### src/rtl/factor_engine_pkg.sv
`default_nettype none
// ============================================================================
//  Module  : factor_pkg
//  Purpose : Shared types and constants for the trial-division factorizer:
//            FSM state encoding, divisor/square seeds, count-width helper.
//  Revision: 1.0 - initial release
// ============================================================================
package factor_pkg;

  // Top-level factorizer states (explicit 3-bit encoding).
  typedef enum logic [2:0] {
    ST_IDLE    = 3'd0,
    ST_CHECK   = 3'd1,
    ST_DIV     = 3'd2,
    ST_RESOLVE = 3'd3,
    ST_EMIT    = 3'd4
  } state_t;

  // Trial division always starts at 2, whose square is 4.
  localparam int FIRST_DIVISOR = 2;
  localparam int FIRST_SQUARE  = 4;

  // Bits needed to count up to WIDTH factors (2^WIDTH-ish operands).
  function automatic int count_width(input int width);
    return $clog2(width + 1);
  endfunction

endpackage
`default_nettype wire

### src/rtl/factor_engine_if.sv
`default_nettype none
// ============================================================================
//  Module  : factor_engine_if
//  Purpose : Start/operand request plus valid/ready factor stream between the
//            input-capture logic (master) and the factorizer (slave).
//  Revision: 1.0 - initial release
// ============================================================================
interface factor_engine_if
  import factor_pkg::*;
#(
  parameter int WIDTH = 8
);

  localparam int CW = count_width(WIDTH);

  logic             start;
  logic [WIDTH-1:0] value;
  logic             busy;
  logic             factor_valid;
  logic             factor_ready;
  logic [WIDTH-1:0] factor;
  logic             factor_last;
  logic             is_prime;
  logic [CW-1:0]    count;

  modport master (
    output start, value, factor_ready,
    input  busy, factor_valid, factor, factor_last, is_prime, count
  );

  modport slave (
    input  start, value, factor_ready,
    output busy, factor_valid, factor, factor_last, is_prime, count
  );

endinterface
`default_nettype wire

### src/rtl/factor_engine_serial_divider.sv
`default_nettype none
// ============================================================================
//  Module  : serial_divider
//  Purpose : Restoring divider, one quotient bit per clock. A load starts a
//            WIDTH-cycle run; done_o is high in the last step cycle, so the
//            quotient/remainder outputs are final on the following cycle.
//  Revision: 1.0 - initial release
// ============================================================================
module serial_divider
  import factor_pkg::*;
#(
  parameter int WIDTH = 8
) (
  input  logic             clk,
  input  logic             rst,
  input  logic             load_i,
  input  logic [WIDTH-1:0] dividend_i,
  input  logic [WIDTH-1:0] divisor_i,
  output logic             done_o,
  output logic [WIDTH-1:0] quotient_o,
  output logic [WIDTH-1:0] remainder_o
);

  localparam int CW = count_width(WIDTH);

  logic [WIDTH-1:0] quot_q;
  logic [WIDTH-1:0] rem_q;
  logic [WIDTH-1:0] div_q;
  logic [CW-1:0]    cnt_q;

  logic [WIDTH:0]   rem_shift;
  logic [WIDTH-1:0] rem_sub;
  logic             sub_ok;

  // One restoring step: shift next dividend bit in, subtract if it fits.
  // The true difference is below the divisor, so WIDTH bits suffice.
  always_comb begin
    rem_shift = {rem_q, quot_q[WIDTH-1]};
    sub_ok    = (rem_shift >= {1'b0, div_q});
    rem_sub   = rem_shift[WIDTH-1:0] - div_q;
  end

  // Shift/subtract datapath with a down-counter pacing WIDTH steps.
  always_ff @(posedge clk) begin
    if (rst) begin
      quot_q <= '0;
      rem_q  <= '0;
      div_q  <= '0;
      cnt_q  <= '0;
    end else if (load_i) begin
      quot_q <= dividend_i;
      rem_q  <= '0;
      div_q  <= divisor_i;
      cnt_q  <= CW'(WIDTH);
    end else if (cnt_q != '0) begin
      cnt_q <= cnt_q - CW'(1);
      if (sub_ok) begin
        rem_q  <= rem_sub;
        quot_q <= {quot_q[WIDTH-2:0], 1'b1};
      end else begin
        rem_q  <= rem_shift[WIDTH-1:0];
        quot_q <= {quot_q[WIDTH-2:0], 1'b0};
      end
    end
  end

  assign done_o      = (cnt_q == CW'(1));
  assign quotient_o  = quot_q;
  assign remainder_o = rem_q;

endmodule
`default_nettype wire

### src/rtl/factor_engine.sv
`default_nettype none
// ============================================================================
//  Module  : factor_engine
//  Purpose : Trial-division prime factorizer. Streams prime factors of a
//            WIDTH-bit operand in non-decreasing order over valid/ready,
//            with last/prime flags and a running factor count.
//  Revision: 1.0 - initial release
// ============================================================================
module factor_engine
  import factor_pkg::*;
#(
  parameter int WIDTH = 8
) (
  input  logic            clk,
  input  logic            rst,
  factor_engine_if.slave  fe
);

  localparam int CW  = count_width(WIDTH);
  localparam int SQW = 2 * WIDTH;

  state_t           state_q,  state_d;
  logic [WIDTH-1:0] r_q,      r_d;
  logic [WIDTH-1:0] d_q,      d_d;
  logic [SQW-1:0]   sq_q,     sq_d;
  logic [CW-1:0]    count_q,  count_d;
  logic [WIDTH-1:0] factor_q, factor_d;
  logic             last_q,   last_d;
  logic             prime_q,  prime_d;

  logic             div_load;
  logic             div_done;
  logic [WIDTH-1:0] div_quot;
  logic [WIDTH-1:0] div_rem;

  serial_divider #(
    .WIDTH (WIDTH)
  ) u_div (
    .clk         (clk),
    .rst         (rst),
    .load_i      (div_load),
    .dividend_i  (r_q),
    .divisor_i   (d_q),
    .done_o      (div_done),
    .quotient_o  (div_quot),
    .remainder_o (div_rem)
  );

  // State and datapath registers; reset drops any in-flight factor.
  always_ff @(posedge clk) begin
    if (rst) begin
      state_q  <= ST_IDLE;
      r_q      <= '0;
      d_q      <= '0;
      sq_q     <= '0;
      count_q  <= '0;
      factor_q <= '0;
      last_q   <= 1'b0;
      prime_q  <= 1'b0;
    end else begin
      state_q  <= state_d;
      r_q      <= r_d;
      d_q      <= d_d;
      sq_q     <= sq_d;
      count_q  <= count_d;
      factor_q <= factor_d;
      last_q   <= last_d;
      prime_q  <= prime_d;
    end
  end

  // Next-state logic; divisor advance uses (d+2)^2 = d^2 + 4d + 4 so no
  // multiplier is needed, with the 2 -> 3 step special-cased (+5).
  always_comb begin
    state_d  = state_q;
    r_d      = r_q;
    d_d      = d_q;
    sq_d     = sq_q;
    count_d  = count_q;
    factor_d = factor_q;
    last_d   = last_q;
    prime_d  = prime_q;
    div_load = 1'b0;

    unique case (state_q)
      ST_IDLE: begin
        if (fe.start) begin
          r_d     = fe.value;
          d_d     = WIDTH'(FIRST_DIVISOR);
          sq_d    = SQW'(FIRST_SQUARE);
          count_d = '0;
          if (fe.value < WIDTH'(2)) begin
            // 0 and 1 are passed through as a single non-prime "factor".
            state_d  = ST_EMIT;
            factor_d = fe.value;
            last_d   = 1'b1;
            prime_d  = 1'b0;
          end else begin
            state_d = ST_CHECK;
          end
        end
      end

      ST_CHECK: begin
        if (sq_q > {{WIDTH{1'b0}}, r_q}) begin
          // No divisor up to sqrt(r) remains: r itself is the last prime.
          state_d  = ST_EMIT;
          factor_d = r_q;
          last_d   = 1'b1;
          prime_d  = (count_q == '0);
        end else begin
          state_d  = ST_DIV;
          div_load = 1'b1;
        end
      end

      ST_DIV: begin
        if (div_done) begin
          state_d = ST_RESOLVE;
        end
      end

      ST_RESOLVE: begin
        if (div_rem == '0) begin
          state_d  = ST_EMIT;
          factor_d = d_q;
          last_d   = 1'b0;
          prime_d  = 1'b0;
          r_d      = div_quot;
        end else begin
          state_d = ST_CHECK;
          if (d_q == WIDTH'(FIRST_DIVISOR)) begin
            d_d  = WIDTH'(3);
            sq_d = sq_q + SQW'(5);
          end else begin
            d_d  = d_q + WIDTH'(2);
            sq_d = sq_q + {{(WIDTH-2){1'b0}}, d_q, 2'b00} + SQW'(4);
          end
        end
      end

      ST_EMIT: begin
        if (fe.factor_ready) begin
          count_d = count_q + CW'(1);
          // Keep d on a non-last factor so repeated primes are found.
          state_d = last_q ? ST_IDLE : ST_CHECK;
        end
      end

      default: begin
        state_d = ST_IDLE;
      end
    endcase
  end

  assign fe.busy         = (state_q != ST_IDLE);
  assign fe.factor_valid = (state_q == ST_EMIT);
  assign fe.factor       = factor_q;
  assign fe.factor_last  = last_q;
  assign fe.is_prime     = prime_q;
  assign fe.count        = count_q;

endmodule
`default_nettype wire

### src/flat_wrapper.sv
// flat-port wrapper written by rule: the top's interface ports become plain ports
module factor_engine_flat import factor_pkg::*;
#(
  parameter int WIDTH = 8
)
  (clk, rst, fe_start, fe_value, fe_factor_ready, fe_busy, fe_factor_valid, fe_factor, fe_factor_last, fe_is_prime, fe_count);
  factor_engine_if #(.WIDTH(WIDTH)) fe_i ();
  input  logic clk;
  input  logic rst;
  input wire logic [$bits(fe_i.start)-1:0] fe_start;
  input wire logic [$bits(fe_i.value)-1:0] fe_value;
  input wire logic [$bits(fe_i.factor_ready)-1:0] fe_factor_ready;
  output wire logic [$bits(fe_i.busy)-1:0] fe_busy;
  output wire logic [$bits(fe_i.factor_valid)-1:0] fe_factor_valid;
  output wire logic [$bits(fe_i.factor)-1:0] fe_factor;
  output wire logic [$bits(fe_i.factor_last)-1:0] fe_factor_last;
  output wire logic [$bits(fe_i.is_prime)-1:0] fe_is_prime;
  output wire logic [$bits(fe_i.count)-1:0] fe_count;
  assign fe_i.start = fe_start;
  assign fe_i.value = fe_value;
  assign fe_i.factor_ready = fe_factor_ready;
  assign fe_busy = fe_i.busy;
  assign fe_factor_valid = fe_i.factor_valid;
  assign fe_factor = fe_i.factor;
  assign fe_factor_last = fe_i.factor_last;
  assign fe_is_prime = fe_i.is_prime;
  assign fe_count = fe_i.count;
  factor_engine #(.WIDTH(WIDTH)) u_core (.clk(clk), .rst(rst), .fe(fe_i));
endmodule
### config.mk
export PLATFORM = sky130hd
export DESIGN_NAME = factor_engine_flat
export DESIGN_NICKNAME = d
export VERILOG_FILES = /design/src/rtl/factor_engine_pkg.sv /design/src/rtl/factor_engine_if.sv /design/src/rtl/factor_engine_serial_divider.sv /design/src/rtl/factor_engine.sv /design/src/flat_wrapper.sv
export SDC_FILE = /design/constraint.sdc
export NUM_CORES = 1
export LEC_CHECK = 0
export CORE_MARGIN = 2
export CORE_UTILIZATION = 45
export DETAILED_ROUTE_END_ITERATION = 16
export SLEW_MARGIN = 10
export SYNTH_ARGS = -nofsm -noshare
export SYNTH_HDL_FRONTEND = slang
export SYNTH_SLANG_ARGS = --single-unit
### constraint.sdc
create_clock -name clk -period 3 [get_ports clk]
set_input_delay 0.45 -clock clk [delete_from_list [all_inputs] [get_ports clk]]
set_output_delay 0.45 -clock clk [all_outputs]
set_load 0.02 [all_outputs]
# Word level (Yosys, flattened, before mapping)
# Cells that the tools add are included.
# W data, S select, Z words.
dict set report classes {
  n_reduce_logical 15
  muxes 44
  n_lt_le_gt_ge 3
  eq_ne 13
  add_sub_neg 7
}
# operator count
set op_table {}
lappend op_table {{$mux W8} 12}
lappend op_table {{$mux W16} 3}
lappend op_table {{$add A16 B3 Y16 const B} 2}
lappend op_table {{$pmux W16 S2} 1}
lappend op_table {{$pmux W8 S2} 2}
lappend op_table {{$pmux W8 S3} 1}
lappend op_table {{$mux W3} 6}
lappend op_table {{$add A16 B10 Y16} 1}
lappend op_table {{$gt A16 B8 Y1} 1}
lappend op_table {{$mux W4} 4}
lappend op_table {{$pmux W3 S5} 1}
lappend op_table {{$reduce_and A3 Y1} 4}
lappend op_table {{$mux W1} 11}
lappend op_table {{$ge A9 B8 Y1} 1}
lappend op_table {{$add A8 B2 Y8 const B} 1}
lappend op_table {{$eq A8 B2 Y1 const B} 1}
lappend op_table {{$logic_not A8 Y1} 1}
lappend op_table {{$lt A8 B2 Y1 const B} 1}
lappend op_table {{$ne A2 B1 Y1 const B} 4}
lappend op_table {{$pmux W4 S2} 1}
lappend op_table {{$sub A8 B8 Y8} 1}
lappend op_table {{$eq A3 B2 Y1 const B} 2}
lappend op_table {{$ne A2 B2 Y1 const B} 3}
lappend op_table {{$pmux W1 S3} 2}
lappend op_table {{other kinds (12)} 15}
dict set report totals {
  in_bits 12
  elab_cells 95
  ff_bits 77
  out_inout_bits 16
}

# Logic depth before layout (Yosys ltp)
dict set report depth {
  ltp_word 5
  mapped_depth 12
}

# Cells and area by module
# Synthesis repeated with hierarchy kept, for this count alone.
dict set report hier_totals {
  hier_cells 608
  area_unflattened_um2 5034.8
}
# mod instances cells_each area_each_um2 seq_area_each_um2
set by_module_without_submodules {}
lappend by_module_without_submodules {factor_engine 1 414 3455.8 980.9}
lappend by_module_without_submodules {serial_divider 1 194 1579.0 560.5}

# Least setup slack after synthesis
# OpenSTA, ideal clock, no wires.
dict set report synth_path {
  kind {reg2reg}
  startpoint {register u_core.sq_q[2]}
  endpoint {register u_core.sq_q[15]}
  period_less_slack_ps 2446
  slack_ps 554
  t_required_ps 2930
  path_stages_with_launch 13
  n_path_buf 0
  arrival_time_ps 2376
  cell_sequence {dfxtp_1 -> inv_1 -> ha_1 -> inv_1 -> ha_1 -> inv_1 -> fa_1 -> nor2b_1 -> o31a_1 -> o31a_1 -> o211ai_1 -> or4_1 -> a21oi_1}
}
dict set report synth_between {
  elab_chain_len 5
  word_cells_on_any_way 6
  classes_between {3 x add/sub; 3 x mux}
}
# item line
set synth_lines {}
lappend synth_lines {{start: declaration} factor_engine.sv:25} ;# logic [SQW-1:0] sq_q, sq_d;
lappend synth_lines {{start signal: assignment} factor_engine.sv:64} ;# sq_q <= sq_d;
lappend synth_lines {{$add A16 B10 Y16} factor_engine.sv:137} ;# sq_d = sq_q + {{(WIDTH-2){1'b0}}, d_q, 2'b00} + SQW'(4);
lappend synth_lines {{$add A16 B3 Y16} factor_engine.sv:137}
lappend synth_lines {{$mux W16 *} factor_engine.sv:132} ;# if (d_q == WIDTH'(FIRST_DIVISOR)) begin
lappend synth_lines {{$mux W16 *} factor_engine.sv:124} ;# if (div_rem == '0) begin
lappend synth_lines {{$pmux W16 S2 *} factor_engine.sv:85} ;# unique case (state_q)
# Every way passes the cells marked *; elsewhere a longest branch is shown, timed or not. The select of a mux whose other input is x is not followed.
# A chain may end at the register's enable or synchronous reset.

# Final worst setup path
# Same ends and word-level chain as after synthesis.

==> impl_results.md <==
* Skew final at 0.0138 ns
* Commonest non-fill, non-tap cell in the layout: dfxtp_1
* Final antenna-violating net count at 0
* Leak at 2.13 nW
* Placed cell count at 768
* Top delay family on crit path: adder cells
* Final period utilization at 90.8%
* Reg2reg start: u_core.sq_q[2]
* PD cells at 737 nW/µm²
* Top Ports at 28
* Global route overflow at 0
* Synth Area in Simple Gates at 22.3%
* Final core utilization at 51.4%
* CTS tree: done
* Syn avg cell area at 7.97 µm²
* DP Wirelength at 9.68 mm
* Dpl ws at 0.303 ns
* Clock Latency Late Sink at 0.38 ns
* Worst Reg-to-Reg Cells at 12
* Max_cap viols at 0
* Final nets at 692
* Largest net degree at the start of global routing at 60
* Vias in the first global route at 4,198
* Synth Area in Compound Gates at 23.0%
* DP Area at 5330 µm²
* All-Layer GR Usage at 23.0%
* Starting DRT DRC Count at 319
* Mux cell area share after synthesis at 4.49%
* Drt pass-1 iters at 4
* CP max stage delay at 0.45 ns
* Asr flop ratio synth at 0%
* IO Port Bufs at 27
* XOR/XNOR share of the synthesized area at 2.68%
* Post-CTS Setup Bufs at 0
* Final Hold Violating Endpoints at 0
* Critical path endpoint category: flop
* Rows at 38
* Post-route design area at 5520 µm²
* Clock transition at path regs at 0.09 ns
* Initial Util at 45.7%
* Distinct cells, synth at 56
* Slew HR at 37.5%
* Min-Delay Path Depth at 2
* Die W at 108 µm
* Layout cells sized above 1 at 6.99%
* Most frequent cells in the layout: dfxtp_1 (77), nor2_1 (68), a21oi_1 (58), nand2_1 (56), ha_1 (39)
* CP max FO at 7
* Routability cong. at 0.906
* CP cell instances: inv_1 > ha_1 > inv_1 > ha_1 > inv_1 > fa_1 > nor2b_1 > o31a_1 > o31a_1 > o211ai_1 > or4_1 > a21oi_1
* Adder-Cell Fraction of Synth Area at 10.8%
* Top_reg_cell synth: dfxtp_1
* Root Driver: clkbuf_8
* Core area at 10,700 µm²
* Clk sink count at 77
* TritonCTS buffer count at 9
* Mapped cell area at 4910 µm²
* Hold crit path type: reg -> reg
* Vias per std cell at 5.71
* RSZ-0062 raised after global routing: false
* WP data required at 3.31 ns
* Hold path startpoint: u_core.fe.is_prime
* Hold Path End: u_core.fe.is_prime
* First-pass GRT wire length at 21.1 mm
* H-tree depth at 3
* ANT cells at 0
* Max-slew violations at 0
* Max Freq at 367 MHz
* Yosys reg bits at 77
* CP startpoint: u_core.sq_q[2]
* Post-cts hold buffer count at 0
* Critical path data arrival time at 3.04 ns
* Initial antenna violation count at 0
* Slowest stage cell, crit path: dfxtp_1
* Buf+Inv Stages, Crit Path at 3
* WL final at 12.9 mm
* R2r setup slk at 0.28 ns
* Die area at 11,800 µm²
* Post-synth net total at 669
* RR Endpoint: u_core.sq_q[15]
* Top cell by count, worst path: inv_1
* Area grow syn2layout at 12.6%
* Vias at 4,474
* Bufs on Longest Clock Path at 2
* Sequential share of the synthesized area at 31.4%
* Kind of critical path: reg -> reg
* Post-layout min period at 2.72 ns
* Largest family of logic cells by synthesized area: compound AO/OA/AOI/OAI gates
* Routed length per instance at 16.4 µm
* Setup Viol. Count Final at 0
* Maximum VDD drop at 0.707 mV
* DRC violations left at 0
* Post-synth EDFFs at 0
* Die height at 108 µm
* Slew @ Worst Pin at 0.931 ns
* Resized cells post-CTS at 0
* Post-route setup TNS at 0 ns
* Critical Path Start Type: flop
* Finished Layout Cells at 784
* YS warnings at 0
* Post-Syn Instances at 616
* Status: complete, no violations
* Final WS setup at 0.277 ns
[how the worst max path moves through the flow]
stage | to | depth (start not counted) | slack (ns)
final | u_core.sq_q[15] | 12 | 0.28
after detailed placement | u_core.fe.factor[6] | 7 | 0.30
after global placement | u_core.sq_q[15] | 12 | 0.39
after floorplan | u_core.sq_q[15] | 12 | 0.55
after CTS | u_core.sq_q[14] | 8 | 0.31
after global routing | u_core.sq_q[14] | 8 | 0.05
[layer usage]
metal	up-vias	track usage (%)	part of all wire [%]	wire, µm
met1	2098	30.6	47	6050
li1	2282	-	-	-
met3	8	5.24	4.4	572
met2	86	38.2	48	6140
met4	0	5.04	0.81	104
met5	-	0	0	0
[kinds of logic after synthesis]
group | Yosys count
buffers and inverters | 63
muxes | 22
and+or+nand+nor | 221
xor gates and xnor gates | 15
DFF | 77
AOI/OAI and AO/OA | 177
adders and majority gates | 41
[sequential cells by signal (all words and copies together) (netlist names), 3 cells and up]
signal and count:
u_core.state_q 3, u_core.u_div.div_q 8, u_core.fe.factor 8, u_core.u_div.remainder_o 8, u_core.sq_q 16, u_core.r_q 8
u_core.d_q 8, u_core.u_div.cnt_q 4, u_core.u_div.quotient_o 8, u_core.fe.count 4
[worst register-to-register path, cell delays in order (launching register included)]
cell and delay (ns):
dfxtp_1 0.45, inv_1 0.09, ha_1 0.20, inv_1 0.05, ha_1 0.15, inv_1 0.05, fa_1 0.40, nor2b_1 0.16
o31a_1 0.18, o31a_1 0.15, o211ai_1 0.19, or4_1 0.44, a21oi_1 0.14
[cell type report]
type | instances | area (µm²)
Multi-Input combinational cell | 476 | 3100
Inverter | 32 | 120
Tap cell | 140 | 175
Clock inverter | 6 | 71.3
Sequential cell | 77 | 1540
Timing Repair Buffer | 43 | 385
Fill cell | 1066 | 5220
Clock buffer | 10 | 128
[synth_stat cells, drive strengths merged (2+ instances only)]
library cell  instances  area [µm²]
or4                   6        45.0
a21oi                59         299
a21o                  5        37.5
o31ai                 4        30.0
fa                    2        40.0
a22oi                 6        45.0
a211oi               17         128
and3                  4        25.0
o211ai                3        22.5
o21a                  6        45.0
inv                  32         120
nor2                 71         274
xnor2                 7        61.3
nor4                  6        67.6
o21bai                2        15.0
nand3                15        75.1
a211o                 2        17.5
ha                   39         488
a311oi               17         149
clkbuf               23        86.3
o21ai                37         185
or2                   3        21.3
o2111ai               2        17.5
nor2b                 6        37.5
xor2                  8        70.1
o31a                  3        26.3
mux2i                22         220
dfxtp                77        1540
nand4                 7        43.8
nand3b                5        37.5
nor3                 13        65.1
nand2                57         216
a31oi                 7        43.8
nand2b                5        31.3
a221oi                3        32.5
or3                  16         100
buf                   8        56.3
o22ai                 2        18.8
and2                  3        18.8
[metrics by stage]
stage	hold slack, ns	total power, W
after global placement	0.462	0.00325
after detailed placement	0.468	0.00327
after CTS	0.483	0.00410
after floorplan	0.446	0.00286
final	0.478	0.00407
after global routing	0.488	0.00441
[where the power goes]
part	internal (W)	switching (W)	total, W	leakage, nW
logic	0.000751	0.00113	0.00188	1.40
clock network	0.000391	0.000426	0.000818	0.0935
registers	0.00118	0.000191	0.00138	0.627
total	0.00233	0.00175	0.00407	2.13
No activity file was read; power rests on OpenSTA's default activity.
